$ cat src/rtl/nfc_atom_timed_idle.sv
// Drives the NAND PHY bus to the idle pattern and holds it for a programmed
// number of system clocks. The target way's CE can optionally stay asserted
// for the whole wait.
// Latency: an accepted start gives N WAIT cycles, then one DONE cycle
//          (oLastStep). The unit is ready again on the cycle after DONE.
// Backpressure: iStart is taken only while oReady=1. iStart is ignored in
//               WAIT and DONE. iAbort cuts a wait short without oLastStep.
//
// Ports
//   iSystemClock, iReset       : clock, async active-low reset
//   iStart, oReady, oLastStep  : atom handshake shared with sibling atoms
//   iTargetWay, iNumOfCycles,
//   iCEHold                    : request fields, latched on an accepted start
//   iAbort                     : early termination of a running wait
//   oDQ*, oReadEnable, ...     : PHY bus, held at the idle pattern
//   oChipEnable                : 2 bits per way (two PHY phases), active-high

module nfc_atom_timed_idle #(
  parameter int NumberOfWays   = 4,
  parameter int DataWidth      = 32,
  parameter int WaitCountWidth = 16
) (
  input  logic                        iSystemClock,
  input  logic                        iReset,

  input  logic                        iStart,
  input  logic [NumberOfWays-1:0]     iTargetWay,
  input  logic [WaitCountWidth-1:0]   iNumOfCycles,
  input  logic                        iCEHold,
  input  logic                        iAbort,

  output logic                        oReady,
  output logic                        oLastStep,

  output logic                        oDQSOutEnable,
  output logic                        oDQOutEnable,
  output logic [DataWidth/4-1:0]      oDQStrobe,
  output logic [DataWidth-1:0]        oDQ,
  output logic [2*NumberOfWays-1:0]   oChipEnable,
  output logic [3:0]                  oReadEnable,
  output logic [3:0]                  oWriteEnable,
  output logic [3:0]                  oAddressLatchEnable,
  output logic [3:0]                  oCommandLatchEnable
);

  // The DQ bus is four PHY phases of one byte each, so DataWidth must
  // split evenly into four phases.
  if ((DataWidth % 4) != 0) begin : g_bad_width
    $error("nfc_atom_timed_idle: DataWidth must be a multiple of 4");
  end

  localparam logic [WaitCountWidth-1:0] CountZero = '0;
  localparam logic [WaitCountWidth-1:0] CountOne  = {{(WaitCountWidth-1){1'b0}}, 1'b1};

  typedef enum logic [1:0] {
    S_IDLE = 2'd0,
    S_WAIT = 2'd1,
    S_DONE = 2'd2
  } state_t;

  state_t                      state_q, state_d;
  logic [WaitCountWidth-1:0]   count_q, count_d;
  logic [NumberOfWays-1:0]     way_q,   way_d;
  logic                        ce_hold_q, ce_hold_d;

  // ---------------------------------------------------------------------
  // State and latched request fields
  // ---------------------------------------------------------------------
  always_ff @(posedge iSystemClock or negedge iReset) begin
    if (!iReset) begin
      state_q   <= S_IDLE;
      count_q   <= '0;
      way_q     <= '0;
      ce_hold_q <= 1'b0;
    end else begin
      state_q   <= state_d;
      count_q   <= count_d;
      way_q     <= way_d;
      ce_hold_q <= ce_hold_d;
    end
  end

  // ---------------------------------------------------------------------
  // Next-state logic
  // ---------------------------------------------------------------------
  always_comb begin
    state_d   = state_q;
    count_d   = count_q;
    way_d     = way_q;
    ce_hold_d = ce_hold_q;

    unique case (state_q)
      S_IDLE: begin
        if (iStart) begin
          way_d     = iTargetWay;
          count_d   = iNumOfCycles;
          ce_hold_d = iCEHold;
          // A zero-length wait skips straight to the completion cycle.
          state_d   = (iNumOfCycles == CountZero) ? S_DONE : S_WAIT;
        end
      end

      S_WAIT: begin
        if (iAbort) begin
          // Abort wins over the count reaching its end. No completion pulse.
          state_d = S_IDLE;
          count_d = '0;
        end else begin
          // The counter holds N on the first WAIT cycle. Leaving when it
          // reads 1 gives exactly N WAIT cycles. WAIT is never entered with
          // a zero count, so the decrement cannot wrap.
          count_d = count_q - CountOne;
          if (count_q == CountOne) begin
            state_d = S_DONE;
          end
        end
      end

      S_DONE: begin
        state_d = S_IDLE;
      end

      default: begin
        state_d = S_IDLE;
        count_d = '0;
      end
    endcase
  end

  // ---------------------------------------------------------------------
  // Outputs: decoded from registered state and latched fields only, so no
  // input reaches an output in the same cycle.
  // ---------------------------------------------------------------------
  logic busy_w;
  assign busy_w = (state_q == S_WAIT) || (state_q == S_DONE);

  // CE is driven through DONE as well, so it is released on the same edge
  // that returns the unit to IDLE. Every selected way is driven, so a
  // non-one-hot way select enables several ways at once.
  always_comb begin
    oChipEnable = '0;
    if (busy_w && ce_hold_q) begin
      for (int w = 0; w < NumberOfWays; w++) begin
        if (way_q[w]) begin
          oChipEnable[2*w +: 2] = 2'b11;
        end
      end
    end
  end

  assign oReady    = (state_q == S_IDLE);
  assign oLastStep = (state_q == S_DONE);

  // Idle bus pattern. RE stays high for the first two phases, and every
  // other strobe and data line is parked low.
  assign oDQSOutEnable       = 1'b1;
  assign oDQOutEnable        = 1'b1;
  assign oDQStrobe           = '0;
  assign oDQ                 = '0;
  assign oReadEnable         = 4'b0011;
  assign oWriteEnable        = 4'b0000;
  assign oAddressLatchEnable = 4'b0000;
  assign oCommandLatchEnable = 4'b0000;

endmodule

$ cat config.mk
export PLATFORM = sky130hd
export DESIGN_NAME = nfc_atom_timed_idle
export DESIGN_NICKNAME = d
export VERILOG_FILES = /design/src/rtl/nfc_atom_timed_idle.sv
export SDC_FILE = /design/constraint.sdc
export NUM_CORES = 1
export LEC_CHECK = 0
export ABC_AREA = 1
export BUFFER_PORTS_ARGS = -buffer_cell sky130_fd_sc_hd__buf_2
export CAP_MARGIN = 0
export CORE_MARGIN = 3
export CORE_UTILIZATION = 40
export CTS_BUF_LIST = sky130_fd_sc_hd__clkbuf_4 sky130_fd_sc_hd__clkbuf_8 sky130_fd_sc_hd__clkbuf_16
export CTS_CLUSTER_SIZE = 24
export DETAILED_ROUTE_END_ITERATION = 10
export PLACE_DENSITY = 0.69
export SLEW_MARGIN = 30
export SYNTH_ARGS = -nofsm -noshare
export SYNTH_HDL_FRONTEND = slang
export SYNTH_SLANG_ARGS = --single-unit
$ cat constraint.sdc
create_clock -name iSystemClock -period 1.7 [get_ports iSystemClock]
set_clock_uncertainty 0.1 [all_clocks]
set_input_delay 0.34 -clock iSystemClock [delete_from_list [all_inputs] [get_ports iSystemClock]]
set_output_delay 0.34 -clock iSystemClock [all_outputs]
set_load 0.005 [all_outputs]
* Yosys cells after proc, flatten, opt, wreduce, memory -nomap -nowiden
Cells that the tools add are included.
** Operators by class
- Add/subtract/negate cells :: 1
- Equality and inequality tests :: 5
- Mux-type cells :: 13
- Bitwise gates (word level) :: 1
- Reductions and logical operators :: 7
** Operator list (count)
- $pmux 16 s3 :: 1
- $mux 16 :: 2
- $eq 16x1->1 const B :: 1
- $logic_not 16->1 :: 1
- $mux 2 :: 8
- $sub 16x1->16 const B :: 1
- $mux 8 :: 1
- $reduce_and 2->1 :: 3
- $pmux 2 s2 :: 1
- $ne 3x3->1 const B :: 1
- $eq 2x1->1 const B :: 1
- $eq 2x2->1 const B :: 1
- $logic_not 2->1 :: 1
- $ne 2x2->1 const B :: 1
- $logic_and 1x1->1 :: 1
- $logic_or 1x1->1 :: 1
- $not 1->1 :: 1
** Word-level totals
- Flip-flop bits (word level) :: 23
- Bits of input ports :: 25
- Output and inout port bits :: 68
- Logic and storage cells :: 31

* Depth between registers and ports, before layout
- Depth after elaboration :: 4
- Depth in mapped cells :: 10
- Depth with buffers taken out :: 10

* Worst setup path after synthesis
No wires, ideal clock.
- Path type :: register to register
- Start point :: register state_q[0]
- End point :: register count_q[6]
- Setup time :: 0.116 ns
- Arrival time :: 1.277 ns
- Data required time :: 1.484 ns
- Setup slack :: 0.207 ns
- Cell stages (with the launch flop) :: 9
- Path buffers :: 2
- Period minus slack after synthesis :: 1.493 ns
- Path through :: dfrtp_1 inv_1 ha_1 buf_2 a21oi_2 inv_1 buf_2 nand2_1 nand2_1
** On the way
- Longest elaborated chain between the ends :: 3
- Elaborated cells between the ends (all ways) :: 7
- Those cells by class :: 3 x eq/ne; 1 x mux; 1 x bitwise; 2 x reduce/logical
** RTL lines
- start: declaration :: RTL line 61 : state_t state_q, state_d;
- start signal: assignment :: RTL line 76 : state_q <= state_d;
- $logic_not 2->1 (*)
- named net oReady :: RTL line 32 : output logic oReady,
- $ne 2x2->1 (no line)
- $reduce_and 2->1 (no line)
- end signal: assignment :: RTL line 77 : count_q <= count_d;
- end: declaration :: RTL line 62 : logic [WaitCountWidth-1:0] count_q, count_d;
Mark *: on every way through the listed nets, which the timed path passes. The rest lies on a longest branch.
A chain may end at the register's enable or synchronous reset.

* Worst setup path in the final report
- Start point :: register state_q[1]
- End point :: output oChipEnable[5]
** On the way
- Longest elaborated chain between the ends :: 4
- Elaborated cells between the ends (all ways) :: 5
- Those cells by class :: 2 x eq/ne; 1 x mux; 2 x reduce/logical
** RTL lines
- $eq 2x1->1 / $eq 2x2->1 (equally long branches) :: RTL line 135 : assign busy_w = (state_q == S_WAIT) || (state_q == S_DONE);
- $logic_or 1x1->1 (*) :: RTL line 135
- $logic_and 1x1->1 (*) :: RTL line 142 : if (busy_w && ce_hold_q) begin
- $mux 8 (*) :: RTL line 142
- end: declaration :: RTL line 39 : output logic [2*NumberOfWays-1:0] oChipEnable,
Every way passes the cells marked *; elsewhere a longest branch is shown, timed or not.

==> summary.txt <==
Worst setup path
  • Worst Path Required: 1.26 ns
  • Crit Path Max Fanout: 4
  • Critical path's top delay family: flip-flops
  • Crit path cell chain: inv_2 > ha_4 > nand2_4 > nor2_2 > buf_2
  • WS Path Type: register to output pin
  • Slowest CP cell: dfrtp_1
  • Worst EP arrival: 1.27 ns
  • Crit. End Element: output pin
  • Crit start category: register
  • Worst path max stage delay: 0.37 ns
  • Buf+Inv Stages, Crit Path: 2

Synth
  • Average size of a mapped cell: 6.68 um2
  • Synth warn: 0
  • Count of different cell masters after synthesis: 24
  • Mux cell area share after synthesis: 0%
  • Synth Area in Simple Gates: 33.5%
  • Synthesized-area fraction occupied by adder cells: 2.92%
  • Seq/Total Area, Yosys: 26.8%
  • Synth Area in Compound Gates: 7.18%
  • Synthesized area: 2140 um2
  • Ys async rst share: 100%
  • Ys flop type: dfrtp_1
  • Gate Count Post-Synth: 321
  • Synth Register Bits: 23
  • Post-Synth XOR/XNOR Area: 0%
  • Largest family of logic cells by synthesized area: simple AND/OR/NAND/NOR gates
  • Post-synth EDFFs: 0

Status
  • Status: finished with violations
  • Failing checks: negative setup slack

Clock tree
  • H-tree depth: 1
  • CTS root buf: clkbuf_8
  • Clk_lat worst skew: 0.27 ns
  • Longest Clk Path Bufs: 2
  • Num Clock Sinks: 23
  • CTS tree: done
  • Clock-pin slew on the worst setup and hold paths: 0.08 ns
  • CTS buffer count: 3

Floorplanning
  • Core area: 5140 um2
  • Starting Density: 41.7%
  • Die ar.: 6280 um2
  • Row cnt: 26
  • I/O pin cnt: 93
  • Chip width: 79.2 um
  • Die Ht: 79.2 um

Cells and area
  • Area delta synth->final: 6.42%
  • Layout cell share with drive strength beyond 1: 21.8%
  • Fin nets: 389
  • ANT cells: 0
  • FILL cells: 536
  • Fin area: 2280 um2
  • Final std cells w/o fill: 428

Detailed routing
  • DRC Markers: 0
  • Post-route ant nets: 0
  • Vias/cell: 4.31
  • Number of DRC markers in iteration 0: 122
  • Final wirelength: 4620 um
  • Pre-Repair DR Iteration Count: 4
  • Via count: 1844
  • WL/cell: 10.8 um

Pwr
  • Pwr dens: 1590 nW/um2
  • Leakage: 1.30 nW
  • Pwr Total: 3.63 mW
  • VDD IR max: 0.864 mV

Global routing
  • Global-route wire length before repair: 7290 um
  • Overflow after GRT: 0
  • Vias in the first global route: 1578
  • GR Util All Layers: 14.6%
  • Initial antenna violation count: 0
  • Largest net degree at the start of global routing: 24

Place
  • Routability cong.: 0.909
  • Cells after DPL: 419
  • Port buffer count: 34
  • Placement Setup Slack: 0.0853 ns
  • Placed inst area: 2150 um2
  • DP HPWL: 3620 um

STA
  • Max-Slew Margin vs Limit: 63.8%
  • Final period util: 101%
  • Final setup margin: -0.0109 ns
  • Worst-Margin Slew: 0.543 ns
  • F_max: 584 MHz
  • Final hold violation count: 0
  • Unrepaired setup endpoints after global routing: true
  • Tmin final: 1.71 ns
  • Final setup TNS: -0.0495 ns
  • Setup violators final: 6
  • Final max-slew violation count: 0

Job
  • Max-cap viol count: 0

Worst hold path
  • Worst hold path class: primary input to register
==> what timing repair did <==
action	in CTS	in global routing
gates resized for setup	7	6
hold buffers	1	0
pin swaps	3	1
endpoints found under the setup margin	8	19
endpoints found under the hold margin	23	0
buffers inserted	3	1
==> registers in the layout, indices dropped and copies added (netlist names) <==
| register | count |
|---|---|
| ce_hold_q | 1 |
| count_q | 16 |
| state_q | 2 |
| way_q | 4 |
==> final timing paths <==
path	to	slack, ns	depth (start not counted)	from
max	oChipEnable[5]	-0.01	5	state_q[1]
min	ce_hold_q	0.17	3	iCEHold
max reg2reg	count_q[2]	0.05	6	state_q[1]
max in group asynchronous	count_q[4]	0.66	2	iReset
min in group asynchronous	count_q[1]	0.48	2	iReset
min reg2reg	count_q[15]	0.44	2	count_q[15]
==> routing by layer <==
layer	GRT usage (%)	share of wire, %	up-vias
met5	0	0	-
met4	4.64	1.2	0
met3	2.15	8.8	5
met2	24.5	49	83
met1	19.3	41	817
li1	-	-	939
==> through the flow <==
stage	hold slack, ns	util (%)
6_report	0.168	44.4
5_1_grt	0.170	44.4
3_3_place_gp	0.251	41.8
2_1_floorplan	-0.0556	-
3_5_place_dp	0.254	41.8
4_1_cts	0.160	43.9
==> tightest hold or removal path: stages <==
cell	delay (ns)
buf_2	0.07
nand2_1	0.04
nand2_1	0.05
==> cell usage after synthesis (2+ instances only) <==
master / n / share of area (%)
o21ai_0: 15 / 3.5
o21bai_1: 2 / 0.70
nand2_1: 98 / 17
a21oi_2: 2 / 0.82
buf_2: 3 / 0.70
o21ai_1: 4 / 0.93
a21oi_1: 4 / 0.93
nor2_4: 2 / 1.1
dfrtp_1: 23 / 27
nand2_2: 5 / 1.5
buf_6: 2 / 1.1
conb_1: 2 / 0.35
buf_4: 62 / 22
inv_1: 31 / 5.4
ha_1: 5 / 2.9
nor2_2: 8 / 2.3
nor2_1: 24 / 4.2
nand3_1: 23 / 5.4
==> layout by cell type (no fill, tap or decap), drive strengths merged <==
cell type,netlist,layout
dlygate4sd3,0,1
conb,2,58
nand2,104,104
dfrtp,23,23
nand3,24,24
inv,32,32
buf,67,44
clkinv,0,1
o21ai,19,19
ha,5,5
nor2,35,35
clkbuf,1,3
a21oi,6,6
o22ai,1,1
o21bai,2,2
==> area by class of cell <==
cell class                 instances  area [um2]  area share, %
multi-input combinational        254        1200           52.5
sequential                        23         576           25.2
clock buffer                       3        41.3           1.81
clock inverter                     1        5.00          0.219
timing repair buffer              45         255           11.2
inverter                          32         120           5.26
tap                               70        87.6           3.84
==> where the power goes <==
part / internal [mW] / switching (mW) / total (mW)
logic: 0.825 / 1.42 / 2.25
registers: 0.790 / 0.236 / 1.03
clock network: 0.164 / 0.188 / 0.352
total: 1.78 / 1.85 / 3.63
==> cells by family (layout without fill, tap and decap cells) <==
| family | count (synthesis) | count (layout) |
|---|---|---|
| buffers and inverters | 100 | 81 |
| other | 2 | 58 |
| adder cells (fa/ha/maj) | 5 | 5 |
| AO/OA/AOI/OAI | 28 | 28 |
| AND/OR/NAND/NOR | 163 | 163 |
| flip-flops | 23 | 23 |
Power figures use the tool's default switching activity.
